### src/rtl/pc_sequencer.sv
// pc_sequencer: fetch/execute program-counter sequencer with single-step, halt and retire count.
module pc_sequencer #(
  parameter int PC_W     = 6,
  parameter int INSTR_W  = 16,
  parameter int START_PC = 0
) (
  input  logic               clk,
  input  logic               reset,
  input  logic               run,
  input  logic               step,
  input  logic               resume,
  input  logic               halt_req,
  input  logic               halt_instr,
  input  logic               c2,
  input  logic               imem_ready,
  input  logic [INSTR_W-1:0] instr_in,
  output logic               imem_req,
  output logic [PC_W-1:0]    imem_addr,
  output logic [PC_W-1:0]    pc,
  output logic [INSTR_W-1:0] ir,
  output logic               exec_en,
  output logic               halted,
  output logic               busy,
  output logic [15:0]        retired
);
  typedef enum logic [1:0] {IDLE, FETCH, EXEC, HALT} state_t;
  state_t             state_q, state_d;
  logic [PC_W-1:0]    pc_q, pc_d;
  logic [INSTR_W-1:0] ir_q, ir_d;
  logic [15:0]        retired_q, retired_d;
  logic               sstep_q, sstep_d;
  logic               imem_req_q, exec_en_q, halted_q, busy_q;
  always_comb begin
    state_d   = state_q;
    pc_d      = pc_q;
    ir_d      = ir_q;
    retired_d = retired_q;
    sstep_d   = sstep_q;
    case (state_q)
      IDLE: begin
        state_d = (step || run) ? FETCH : IDLE;
        sstep_d = step ? 1'b1 : (run ? 1'b0 : sstep_q);
      end
      FETCH: begin
        state_d = imem_ready ? EXEC : FETCH;
        ir_d    = imem_ready ? instr_in : ir_q;
      end
      EXEC: begin
        // offset is two's complement; the PC_W-wide add wraps naturally
        pc_d      = pc_q + PC_W'(1) + (c2 ? ir_q[PC_W-1:0] : '0);
        retired_d = retired_q + 16'd1;
        sstep_d   = 1'b0;
        state_d   = (halt_instr || halt_req) ? HALT :
                    sstep_q ? IDLE : (run ? FETCH : IDLE);
      end
      HALT:    state_d = resume ? IDLE : HALT;
      default: state_d = IDLE;
    endcase
  end
  always_ff @(posedge clk) begin
    if (reset) begin
      state_q    <= IDLE;
      pc_q       <= PC_W'(START_PC);
      ir_q       <= '0;
      retired_q  <= '0;
      sstep_q    <= 1'b0;
      imem_req_q <= 1'b0;
      exec_en_q  <= 1'b0;
      halted_q   <= 1'b0;
      busy_q     <= 1'b0;
    end else begin
      state_q    <= state_d;
      pc_q       <= pc_d;
      ir_q       <= ir_d;
      retired_q  <= retired_d;
      sstep_q    <= sstep_d;
      imem_req_q <= state_d == FETCH;
      exec_en_q  <= state_d == EXEC;
      halted_q   <= state_d == HALT;
      busy_q     <= state_d == FETCH || state_d == EXEC;
    end
  end
  assign imem_req  = imem_req_q;
  assign imem_addr = pc_q;
  assign pc        = pc_q;
  assign ir        = ir_q;
  assign exec_en   = exec_en_q;
  assign halted    = halted_q;
  assign busy      = busy_q;
  assign retired   = retired_q;
endmodule

### config.mk
export PLATFORM = sky130hd
export DESIGN_NAME = pc_sequencer
export DESIGN_NICKNAME = d
export VERILOG_FILES = /design/src/rtl/pc_sequencer.sv
export SDC_FILE = /design/constraint.sdc
export NUM_CORES = 1
export LEC_CHECK = 0
export CAP_MARGIN = 15
export CORE_MARGIN = 2
export CORE_UTILIZATION = 50
export CTS_BUF_LIST = sky130_fd_sc_hd__clkbuf_2 sky130_fd_sc_hd__clkbuf_4 sky130_fd_sc_hd__clkbuf_8
export DETAILED_ROUTE_END_ITERATION = 12
export GPL_TIMING_DRIVEN = 0
export HOLD_SLACK_MARGIN = 0.08
export PLACE_DENSITY = 0.95
export REMOVE_ABC_BUFFERS = 1
export SYNTH_ARGS = -nofsm -noshare
export SYNTH_HDL_FRONTEND = slang
export SYNTH_SLANG_ARGS = --single-unit
### constraint.sdc
create_clock -name clk -period 2.8 [get_ports clk]
set_input_delay 0.7 -clock clk [delete_from_list [all_inputs] [get_ports clk]]
set_output_delay 0.7 -clock clk [all_outputs]
set_load 0.01 [all_outputs]
After elaboration in Yosys (flattened, before gate mapping)
Cells that the tools add are included.
{ "totals": {"inputBits": 25, "regBits": 45, "elab_cells": 37, "output_inout_bits": 48} }
{ "op_classes": {"mux": 11, "add_sub_neg": 3, "n_reduce_logical": 7, "n_eq_ne": 7} }
{ "ops": {"columns": ["operator", "count"], "rows": [
  ["16-bit by 1-bit adder with 16-bit output, second input constant", 1],
  ["2-bit equality test, second input constant", 4],
  ["2-bit one-hot mux with 4 select lines", 1],
  ["6-bit by 1-bit adder with 6-bit output, second input constant", 1],
  ["6-bit adder", 1],
  ["2-bit 2-to-1 mux", 3],
  ["6-bit 2-to-1 mux", 1],
  ["1-bit 2-to-1 mux", 5],
  ["2-bit by 1-bit equality test with 1-bit output, second input constant", 2],
  ["2-bit AND reduction", 2],
  ["1-bit logical OR", 3],
  ["3-bit inequality test, second input constant", 1],
  ["2-bit logical NOT", 1],
  ["1-bit one-hot mux with 2 select lines", 1],
  ["2-bit nonzero test", 1]
]} }

Longest topological paths before layout
{ "depth": {"ltp_word": 6, "ltp_mapped": 9, "ltp_nobuf": 9} }

Least setup slack after synthesis
OpenSTA, ideal clock, no wires.
{ "synth_path": {"kind": "input -> register", "startpoint": "input port c2", "endpoint": "register pc_q[5] (netlist: imem_addr[5])", "arrival_time_ns": 2.023, "t_required_ns": 2.677, "setup_slack_ns": 0.653, "n_path_buf": 0, "stages": 5, "cell_sequence": "and2_1 ha_1 or4_1 o211ai_1 mux2_1"} }
{ "synth_between": {"elab_chain_len": 2} }
{ "synth_rtl": {"columns": ["element", "line", "source"], "rows": [
  ["start, declared", "14", "input logic c2,"],
  ["6-bit 2-to-1 mux", "50", "pc_d = pc_q + PC_W'(1) + (c2 ? ir_q[PC_W-1:0] : '0);"],
  ["6-bit adder", "50", null],
  ["end signal, assigned", "63", "pc_q <= PC_W'(START_PC);"],
  ["end signal, assigned", "73", "pc_q <= pc_d;"],
  ["end, declared", "28", "logic [PC_W-1:0] pc_q, pc_d;"]
]} }
Every way passes these cells.
A chain may end at the register's enable or synchronous reset.

Worst setup path after layout
Same ends and word-level chain as after synthesis.

==> flow_summary.ini <==
[route]
wirelength_um = 4500
wl_met1_um = 1840
drt_iter0_markers = 138
vias_per_cell = 5.19
dr.pass1.iters = 4
wire_per_inst_um = 12.7
ant_nets = 0
vias = 1833
drc = 0
met3WireLength_um = 336
dr_wl_met2_um = 2230
dr.max_layer_used = met4

[logic_synthesis]
avgSynthCellArea_um2 = 8.49
ys_types = 41
synth_area_leaders = dfxtp_1, nand2_1, a21oi_1
async_flop_share = 0
ys_warn_count = 0
syn-instance-count = 241
synth_edf_count = 0
synth_top_family_by_area = simple AND/OR/NAND/NOR gates
synth_fa_ha_area_frac = 0.0648
yosysTopAreaCellShare = 0.440
synth_mux_area_frac = 0.00550
synth-xor-area-share = 0.0642
synthSimpleGateAreaFrac = 0.259
syn-cell-area_mm2 = 0.00205
synth-seq-area-share = 0.440
yosys.area.top_type = dfxtp_1
synthFlopType = dfxtp_1
synth-compound-area-share = 0.106
ys_ff_latch = 45

[clocking]
cts_tree = done
clockBufferDepth = 2
cts_sinks = 45
clk_latency_ps = 300
cts_hold_buf = 0
cts_buffers = 5
clk_pin_slew_ps = 80
cts-root-buf = clkbuf_8
h-tree-depth = 2
post_cts_resized = 0
post_cts_buffers = 0

[grt]
track_usage = 0.212
grt_pass1_vias = 1690
grt_max_degree = 47
overflow = 0
grt_pass1_wl_um = 7330
antenna_found_initial = 0

[floorplan]
start_util = 0.515
core_mm2 = 0.00397
die_h_um = 68.0
fp.dieW_um = 68.0
fp-row-count = 23
ios = 73
die_area_mm2 = 0.00462

[power_and_ir_drop]
power_density_mw_per_mm2 = 507
max-vdd-ir-drop_uv = 314
leakagePower_nw = 1.05
power.total_mw = 1.44

[placed_design]
port_buffers = 72
hpwl_um = 3280
dpl-instance-area_mm2 = 0.00272
dp_slack_ps = 27.7
gp_congestion = 0.755
dp_cells = 345

[setup_path]
end_kind = flop
worstPathRequired_ps = 2990
startpoint_type = input pin
worstPathMaxFanout = 6
crit_type = in2reg
cp.arrival_ps = 2710

[run_status]
status = finished, final reports clean

[finish]
final_common_cell = clkdlybuf4s50_1
ff_latch_area_um2 = 901
layout_common_cells = clkdlybuf4s50_1, nand2_1, dfxtp_1
area_growth_pct = 39.3
antennaDiodeCount = 0
drive_above_1_share = 0.0396
instances_no_fill = 353
fin_util = 0.718
nFillCells = 335
nets = 337
multi_input_area_mm2 = 0.00102
fin_area_mm2 = 0.00285

[timing]
timing.final.crit_share = 0.902
maxSlewHeadroom = 0.444
max_freq_mhz = 396
rsz0062_at_grt = no
fin_skew_ps = 7.07
layout_min_cycle_time_ps = 2530
timing_hold_violations_final = 0
fin_ws_ps = 274
setup_violations = 0
slew_violations = 0
worst_pin_slew_ps = 832

[min_path]
hp-class = reg2reg

[run]
cap_violations = 0
[flip-flops by register name, summed over array words and instances, names as in the netlist]
name / flops
state_q: 2
retired: 16
imem_req: 1
busy: 1
sstep_q: 1
ir: 16
imem_addr: 6
halted: 1
exec_en: 1
[routing by layer]
metal  vias to the layer above  global-route usage
met1                       836               0.240
met5                         -                   0
li1                        921                   -
met4                         0              0.0775
met2                        67               0.358
met3                         9              0.0872
[final timing paths]
path | from | endpoint | slack [ps] | depth (start not counted)
max reg2reg | state_q[1]$_SDFF_PP0_ | imem_addr[5]$_SDFFE_PP0P_ | 600 | 5
min reg2reg | ir[15]$_SDFFE_PP0P_ | ir[15]$_SDFFE_PP0P_ | 460 | 2
max | c2 | imem_addr[5]$_SDFFE_PP0P_ | 270 | 8
min | ir[15]$_SDFFE_PP0P_ | ir[15]$_SDFFE_PP0P_ | 460 | 2
[stage by stage]
stage	hold WS [ps]	setup TNS, ps
finish	457	0
global route	478	0
CTS	459	0
detailed placement	447	0
global placement	441	-18.5
floorplan	444	0
[where the power goes]
group / total, mW / internal [mW] / leakage, nW / switching (mW)
Combinational: 0.184 / 0.100 / 0.620 / 0.0835
Clock: 0.575 / 0.354 / 0.0681 / 0.220
Sequential: 0.685 / 0.665 / 0.365 / 0.0201
[worst max-delay path, stage by stage]
cell             delay, ps
clkdlybuf4s50_1        470
and2_1                 210
ha_1                   360
o21a_1                 160
o31a_1                 200
nand4_1                120
o211ai_1               160
mux2_1                 340
[logic make-up (layout without fill, tap and decap cells)]
family,count (synthesis),after routing
xor gates and xnor gates,15,15
AOI/OAI and AO/OA,38,38
DFF,45,45
and+or+nand+nor,110,110
buffers and inverters,22,84
muxes,1,1
adders and majority gates,10,10
[cells in the mapped netlist, types with 2 or more instances]
cell / instances
buf_1: 2
o21ai_0: 4
nand3_1: 5
buf_4: 6
nand2_1: 47
and2_1: 4
nor3_1: 2
a21oi_1: 25
ha_1: 9
and4_1: 2
nand4_1: 4
clkbuf_1: 6
nor2_1: 26
buf_2: 2
xnor2_1: 6
inv_1: 4
xor2_1: 9
nor2b_1: 7
or3_1: 2
buf_6: 2
a211oi_1: 3
dfxtp_1: 45
[final cells by class]
class / instances / area share
Sequential cell: 45 / 0.316
Inverter: 4 / 0.00527
Multi-Input combinational cell: 174 / 0.359
Timing Repair Buffer: 72 / 0.251
Clock inverter: 3 / 0.0228
Tap cell: 50 / 0.0219
Clock buffer: 5 / 0.0241
(Power assumes the default switching activity.)
